<file path="src/rtl/pll_reset_sequencer.sv">
// Purpose: sequences SDRAM-controller and system resets from a debounced PLL lock, with init timeout/retry.
// Latency: lock to reset_sdram release = SYNC_STAGES+LOCK_STABLE+SDRAM_HOLD+1 cycles; init_done to reset_system release = SYS_HOLD+1.
// Backpressure: none; sdram_init_done is a level handshake and any lock loss forces both resets back on.
module pll_reset_sequencer #(
  parameter int SYNC_STAGES  = 2,
  parameter int LOCK_STABLE  = 1024,
  parameter int SDRAM_HOLD   = 16,
  parameter int INIT_TIMEOUT = 65536,
  parameter int SYS_HOLD     = 16
) (
  input  logic       clock,
  input  logic       reset,
  input  logic       pll_locked,
  input  logic       sdram_init_done,
  output logic       reset_sdram,
  output logic       reset_system,
  output logic [2:0] state,
  output logic       timeout_flag,
  output logic [7:0] relock_count
);

  // One shared cycle counter sized for the longest interval it ever has to measure.
  localparam int MAX_AB = (LOCK_STABLE > SDRAM_HOLD) ? LOCK_STABLE : SDRAM_HOLD;
  localparam int MAX_CD = (INIT_TIMEOUT > SYS_HOLD) ? INIT_TIMEOUT : SYS_HOLD;
  localparam int MAX_P  = (MAX_AB > MAX_CD) ? MAX_AB : MAX_CD;
  localparam int CW     = $clog2(MAX_P) + 1;

  localparam logic [CW-1:0] LOCK_LAST = CW'(LOCK_STABLE - 1);
  localparam logic [CW-1:0] HOLD_LAST = CW'(SDRAM_HOLD - 1);
  localparam logic [CW-1:0] INIT_LAST = CW'(INIT_TIMEOUT - 1);
  localparam logic [CW-1:0] SYS_LAST  = CW'(SYS_HOLD - 1);

  typedef enum logic [2:0] {
    S_WAIT_LOCK  = 3'd0,
    S_STABLE     = 3'd1,
    S_SDRAM_RST  = 3'd2,
    S_SDRAM_INIT = 3'd3,
    S_SYS_RST    = 3'd4,
    S_RUN        = 3'd5
  } state_t;

  logic [SYNC_STAGES-1:0] sync_q;
  logic                   locked_s;
  state_t                 state_q;
  logic [CW-1:0]          cnt_q;
  logic                   reset_sdram_q;
  logic                   reset_system_q;
  logic                   timeout_flag_q;
  logic [7:0]             relock_q;

  assign locked_s = sync_q[SYNC_STAGES-1];

  // Bring the asynchronous lock indication into the clock domain; only the last stage is ever used.
  always_ff @(posedge clock) begin
    if (reset) begin
      sync_q <= '0;
    end else begin
      sync_q <= {sync_q[SYNC_STAGES-2:0], pll_locked};
    end
  end

  // Sequencing FSM: lock loss outranks every other transition; reset outputs are registered from the
  // state held in the previous cycle so they change only on the cycle after a state is entered.
  always_ff @(posedge clock) begin
    if (reset) begin
      state_q        <= S_WAIT_LOCK;
      cnt_q          <= '0;
      reset_sdram_q  <= 1'b1;
      reset_system_q <= 1'b1;
      timeout_flag_q <= 1'b0;
      relock_q       <= 8'd0;
    end else begin
      // The SDRAM controller runs only in INIT/SYS_RST/RUN, the system only in RUN, so
      // reset_system can never be low while reset_sdram is high.
      reset_sdram_q  <= (state_q == S_WAIT_LOCK) || (state_q == S_STABLE) ||
                        (state_q == S_SDRAM_RST);
      reset_system_q <= (state_q != S_RUN);

      if (!locked_s && (state_q != S_WAIT_LOCK)) begin
        state_q <= S_WAIT_LOCK;
        cnt_q   <= '0;
        if ((state_q == S_RUN) && (relock_q != 8'hFF)) begin
          relock_q <= relock_q + 8'd1;
        end
      end else begin
        case (state_q)
          S_WAIT_LOCK: begin
            if (!locked_s) begin
              cnt_q <= '0;
            end else if (cnt_q == LOCK_LAST) begin
              state_q <= S_STABLE;
              cnt_q   <= '0;
            end else begin
              cnt_q <= cnt_q + 1'b1;
            end
          end
          S_STABLE: begin
            state_q <= S_SDRAM_RST;
            cnt_q   <= '0;
          end
          S_SDRAM_RST: begin
            if (cnt_q == HOLD_LAST) begin
              state_q <= S_SDRAM_INIT;
              cnt_q   <= '0;
            end else begin
              cnt_q <= cnt_q + 1'b1;
            end
          end
          S_SDRAM_INIT: begin
            // A done arriving on the timeout cycle still counts as success.
            if (sdram_init_done) begin
              state_q <= S_SYS_RST;
              cnt_q   <= '0;
            end else if (cnt_q == INIT_LAST) begin
              state_q        <= S_SDRAM_RST;
              cnt_q          <= '0;
              timeout_flag_q <= 1'b1;
            end else begin
              cnt_q <= cnt_q + 1'b1;
            end
          end
          S_SYS_RST: begin
            // The controller falling out of init sends it back through its own reset.
            if (!sdram_init_done) begin
              state_q <= S_SDRAM_RST;
              cnt_q   <= '0;
            end else if (cnt_q == SYS_LAST) begin
              state_q <= S_RUN;
              cnt_q   <= '0;
            end else begin
              cnt_q <= cnt_q + 1'b1;
            end
          end
          S_RUN: begin
            cnt_q <= '0;
          end
          default: begin
            state_q <= S_WAIT_LOCK;
            cnt_q   <= '0;
          end
        endcase
      end
    end
  end

  assign reset_sdram  = reset_sdram_q;
  assign reset_system = reset_system_q;
  assign state        = state_q;
  assign timeout_flag = timeout_flag_q;
  assign relock_count = relock_q;

endmodule

</file>
<file path="config.mk">
export PLATFORM = sky130hd
export DESIGN_NAME = pll_reset_sequencer
export DESIGN_NICKNAME = d
export VERILOG_FILES = /design/src/rtl/pll_reset_sequencer.sv
export SDC_FILE = /design/constraint.sdc
export NUM_CORES = 1
export LEC_CHECK = 0
export ABC_AREA = 0
export CAP_MARGIN = 40
export CORE_AREA = 2 2 57 59
export CTS_BUF_LIST = sky130_fd_sc_hd__clkbuf_2
export DETAILED_ROUTE_END_ITERATION = 7
export DIE_AREA = 0 0 59 61
export PLACE_DENSITY = 0.76
export SLEW_MARGIN = 40
export SYNTH_ARGS = -nofsm -noshare
export SYNTH_HDL_FRONTEND = slang
export SYNTH_SLANG_ARGS = --single-unit
</file>
<file path="constraint.sdc">
create_clock -name clock -period 3 [get_ports clock]
set_input_delay 0.45 -clock clock [delete_from_list [all_inputs] [get_ports clock]]
set_output_delay 0.45 -clock clock [all_outputs]
set_load 0.02 [all_outputs]
</file>
==> Word-level counts from Yosys, hierarchy flattened <==
Index checks and enable logic that the tools add are counted.
Widths: inputs -> output; s select.
{ "op_classes": {"n_addsub": 2, "eq_ne": 15, "n_mux": 15, "bitwise_logic": 3, "n_reduce_logical": 11} }
{ "op_table": {"columns": ["operator", "count"], "rows": [
  ["$mux 17", 6],
  ["$pmux 17 s4", 1],
  ["$mux 3", 7],
  ["$pmux 3 s6", 1],
  ["$add 17x1->17 const B", 1],
  ["$eq 17x10->1 const B", 1],
  ["$eq 17x16->1 const B", 1],
  ["$eq 17x4->1 const B", 1],
  ["$ne 3x3->1 const B", 3],
  ["$add 8x1->8 const B", 1],
  ["$ne 8x8->1 const B", 1],
  ["$eq 3x2->1 const B", 2],
  ["$eq 3x3->1 const B", 2],
  ["$reduce_and 6->1", 1],
  ["$ne 2x1->1 const B", 2],
  ["$reduce_and 4->1", 1],
  ["$eq 3x1->1 const B", 1],
  ["$logic_not 3->1", 1],
  ["$not 1->1", 3],
  ["$reduce_bool 3->1", 1],
  ["$logic_and 1x1->1", 2],
  ["$logic_or 1x1->1", 2],
  ["$ne 2x2->1 const B", 1],
  ["$reduce_and 2->1", 1],
  ["2 further kinds", 2]
]} }
{ "totals": {"regBits": 33, "inputBits": 4} }

==> Depth between registers and ports, before layout <==
{ "logic_depth": {"ltp_word": 4, "ltp_mapped": 11} }

==> Worst setup path before layout <==
Ideal clock, no wire load.
{ "synth_path": {"kind": "reg-to-reg", "from": "reg cnt_q[0]", "to": "reg cnt_q[14]", "setup_time_ps": 115, "arrival_time_ps": 2050, "t_required_ps": 2885, "slack_ps": 835, "stages_incl_launch_ff": 11, "period_less_slack_ps": 2165, "path_cell_list": "dfxtp_1 > ha_1 > nand3_1 > nor3_1 > nand3_1 > inv_1 > ha_1 > nor4_1 > a211oi_4 > buf_6 > nor2_1"} }
{ "synth_via": {"elab_chain_len": 4, "word_cells_on_any_way": 11} }
{ "synth_rtl": {"columns": ["element", "line", "rtl"], "rows": [
  ["start, declared", "45", "logic [CW-1:0] cnt_q;"],
  ["start signal, assigned", "94", "cnt_q <= cnt_q + 1'b1;"],
  ["start signal, assigned", "106", "cnt_q <= cnt_q + 1'b1;"],
  ["start signal, assigned", "119", "cnt_q <= cnt_q + 1'b1;"],
  ["$add 17x1->17 (tied with other cells)", null, null],
  ["$mux 17 (on tied branches)", null, null],
  ["$mux 17 (on tied branches)", "124, 111, 88", null],
  ["$pmux 17 s4 *", "86", "case (state_q)"]
]} }
Mark *: on every way between the ends. The rest lies on a longest branch, timed or not.
A chain may end at the register's enable or synchronous reset.

==> Worst setup path in the final report <==
{ "layout_path": {"from": "reg cnt_q[0]", "to": "reg cnt_q[12]"} }
Same word-level chain as after synthesis.

==> impl_metrics.toml <==
[run_status]
status = "completed"

[synthesis]
synth-edff-count = 0
avgSynthCellArea_um2 = 8.77
syn_nets = 190
synth_most_common_cell = "dfxtp_1"
ys_seq_area_frac = 0.416
synth_top_area_frac = 0.416
netlist_area_um2 = 1590
ys_ff_latch = 33
synthTopCellsByArea = "dfxtp_1 (42%), xor2_1 (7.7%), nor2_1 (7.1%), and3_1 (3.9%), ha_1 (3.9%)"
async_reset_ff_frac = 0
yosysUniqueCellTypes = 34
yosys_warnings = 0
synth_top_area_cell = "dfxtp_1"
synth_ff_type = "dfxtp_1"
synth_cells = 181
synth_common_cells = "dfxtp_1 (33), nor2_1 (30), xor2_1 (14)"

[cells_and_area]
area_growth_pct = 14.5
drive_above_1_share = 0.0796
nets = 210
antennaDiodeCount = 0
fill_cells = 275

[route]
first_pass_iters = 4
wl_per_cell_um = 13.5
drcViolationCount = 0
routed_wl_mm = 3.16
drtIter0Drc = 82
vias = 1329
via_per_inst = 5.68
drtAntennaViolNets = 0

[setup_path]
start_kind = "flop"
crit_buf_inv = 2
path_cells = "ha_1 -> nand3_1 -> nor3_1 -> buf_4 -> nand3_1 -> inv_1 -> ha_1 -> nor4_1 -> a211oi_4 -> nor2_1"
worstPathMaxFanout = 16
r2r.worst_path.cells = 10
max_stage_delay_ns = 0.54
cp_top_family = "simple AND/OR/NAND/NOR gates"
criticalPathCategory = "flop to flop"
cp.depth = 10
worst_setup_path_end_kind = "flop"
startpoint = "cnt_q[0]"
timing.rr.start = "cnt_q[0]"
cpMaxStageDelayCell = "a211oi_4"
required_ns = 3.23
cp.arrival_ns = 2.70

[clock_tree]
cts_buffer_depth = 2
ctsResizeCount = 0
clk_latency_ns = 0.37
clkTransAtPathRegs_ns = 0.16
root_buffer = "clkbuf_2"
post_cts_buffers = 0
cts_tree = "built"
cts_sinks = 33
cts_made_buffers = 5
htreeDepth = 2
holdBufCountCts = 0

[job]
drv_cap = 0

[hold_path]
min_path_cells = 1
hold_class = "flop to flop"
min_from = "sync_q[0]"

[placement]
portBuffers = 17
dp_hpwl_mm = 2.24
routabilityCongestion = 0.827

[floorplanning]
core.rowCount = 20
dieArea_um2 = 3600
die_w_um = 59
start_util = 0.538
ioPinCount = 18
dieHeight_um = 61
core_um2 = 2950

[timing]
max_clock_freq_mhz = 403
worstMarginPinSlew_ns = 0.631
holdWs_ns = 0.458
setup_viol_count_final = 0
grt_setup_unrepaired = "false"
fin_skew_ns = 0.0312
slew_headroom = 0.578
setup_tns_ns = 0
period_minus_slack_ns = 2.48
final-hold-violation-count = 0
finalMaxSlewViolations = 0
fin_crit_sh = 0.826

[global_route]
grt-ovfl-total = 0
grt_use_total = 0.195
first_global_vias = 1233
antenna_found_initial = 0
grt_pass1_wl_mm = 5.25
grt_max_degree = 17

[pwr]
ir_drop_v = 0.000259
leakagePower_nw = 0.671
p_per_area_nw_per_um2 = 360
## power breakdown
| group | internal, mW | switching [mW] |
|---|---|---|
| registers | 0.440 | 0.00183 |
| logic | 0.00752 | 0.0102 |
| clock network | 0.0544 | 0.141 |
## layout make-up
type | count | area (um^2) | area share
multi-input cells | 139 | 886 | 0.487
flip-flops and latches | 33 | 661 | 0.363
repair buffers | 19 | 185 | 0.102
well taps | 33 | 41.3 | 0.0227
clock buffers | 6 | 30.0 | 0.0165
inverters | 3 | 11.3 | 0.00619
clock inverters | 1 | 3.75 | 0.00206
## layout by cell type, fill, tap and decap left out, types with 3 or more instances in the layout
cell type / Yosys / final
clkdlybuf4s50_1: 0 / 17
and3_1: 10 / 10
xor2_1: 14 / 14
dfxtp_1: 33 / 33
nor3_1: 5 / 5
nor2b_1: 6 / 6
clkbuf_2: 0 / 6
nor4_1: 3 / 3
or2_2: 3 / 3
nor2_1: 30 / 30
xnor2_1: 7 / 7
nand3_1: 5 / 5
inv_1: 3 / 3
nand2_1: 13 / 13
ha_1: 5 / 5
nand4_1: 6 / 6
a21oi_1: 10 / 10
nand2b_1: 3 / 3
## through the flow
| step | utilization | cells | setup WS (ns) | total power [mW] | instance area [um^2] |
|---|---|---|---|---|---|
| 3_3_place_gp | 0.604 | 227 | 0.676 | 0.468 | 1780 |
| 5_1_grt | 0.616 | 234 | 0.235 | 0.685 | 1820 |
| 4_1_cts | 0.616 | 234 | 0.540 | 0.665 | 1820 |
| 3_5_place_dp | 0.604 | 227 | 0.562 | 0.469 | 1780 |
| 2_1_floorplan | - | 181 | 0.835 | 0.462 | 1590 |
| 6_report | 0.616 | 234 | 0.522 | 0.655 | 1820 |
## final timing paths
kind	slack (ns)	to
setup reg to reg	0.52	cnt_q[12]
hold / removal	0.46	sync_q[1]
setup / recovery	0.52	cnt_q[12]
hold reg to reg	0.46	sync_q[1]
## kinds of logic (layout without fill, tap and decap cells)
logic type / after synthesis / count (layout) / share of synthesized area
buffers and inverters: 9 / 29 / 0.0260
XOR/XNOR: 21 / 21 / 0.116
adder cells (fa/ha/maj): 5 / 5 / 0.0394
flip-flops: 33 / 33 / 0.416
AND/OR/NAND/NOR: 93 / 93 / 0.309
multiplexers: 1 / 1 / 0.00630
AO/OA/AOI/OAI: 19 / 19 / 0.0875
## worst register-to-register path, stage by stage (launching register included)
cell,delay [ns]
dfxtp_1,0.45
ha_1,0.22
nand3_1,0.16
nor3_1,0.21
buf_4,0.16
nand3_1,0.12
inv_1,0.08
ha_1,0.20
nor4_1,0.11
a211oi_4,0.54
nor2_1,0.12
## metal layers
| metal | vias up | wire (um) | GRT usage |
|---|---|---|---|
| li1 | 663 | - | - |
| met1 | 621 | 1410 | 0.220 |
| met2 | 34 | 1510 | 0.324 |
| met3 | 11 | 157 | 0.0746 |
| met4 | 0 | 76 | 0.101 |
| met5 | - | 0 | 0 |
## registers in the layout, summed over array words and instances, names as in the netlist
signal	cells
timeout_flag	1
state	3
cnt_q	17
relock_count	8
reset_sdram	1
reset_system	1
sync_q	2
Power figures use the tool's default switching activity.
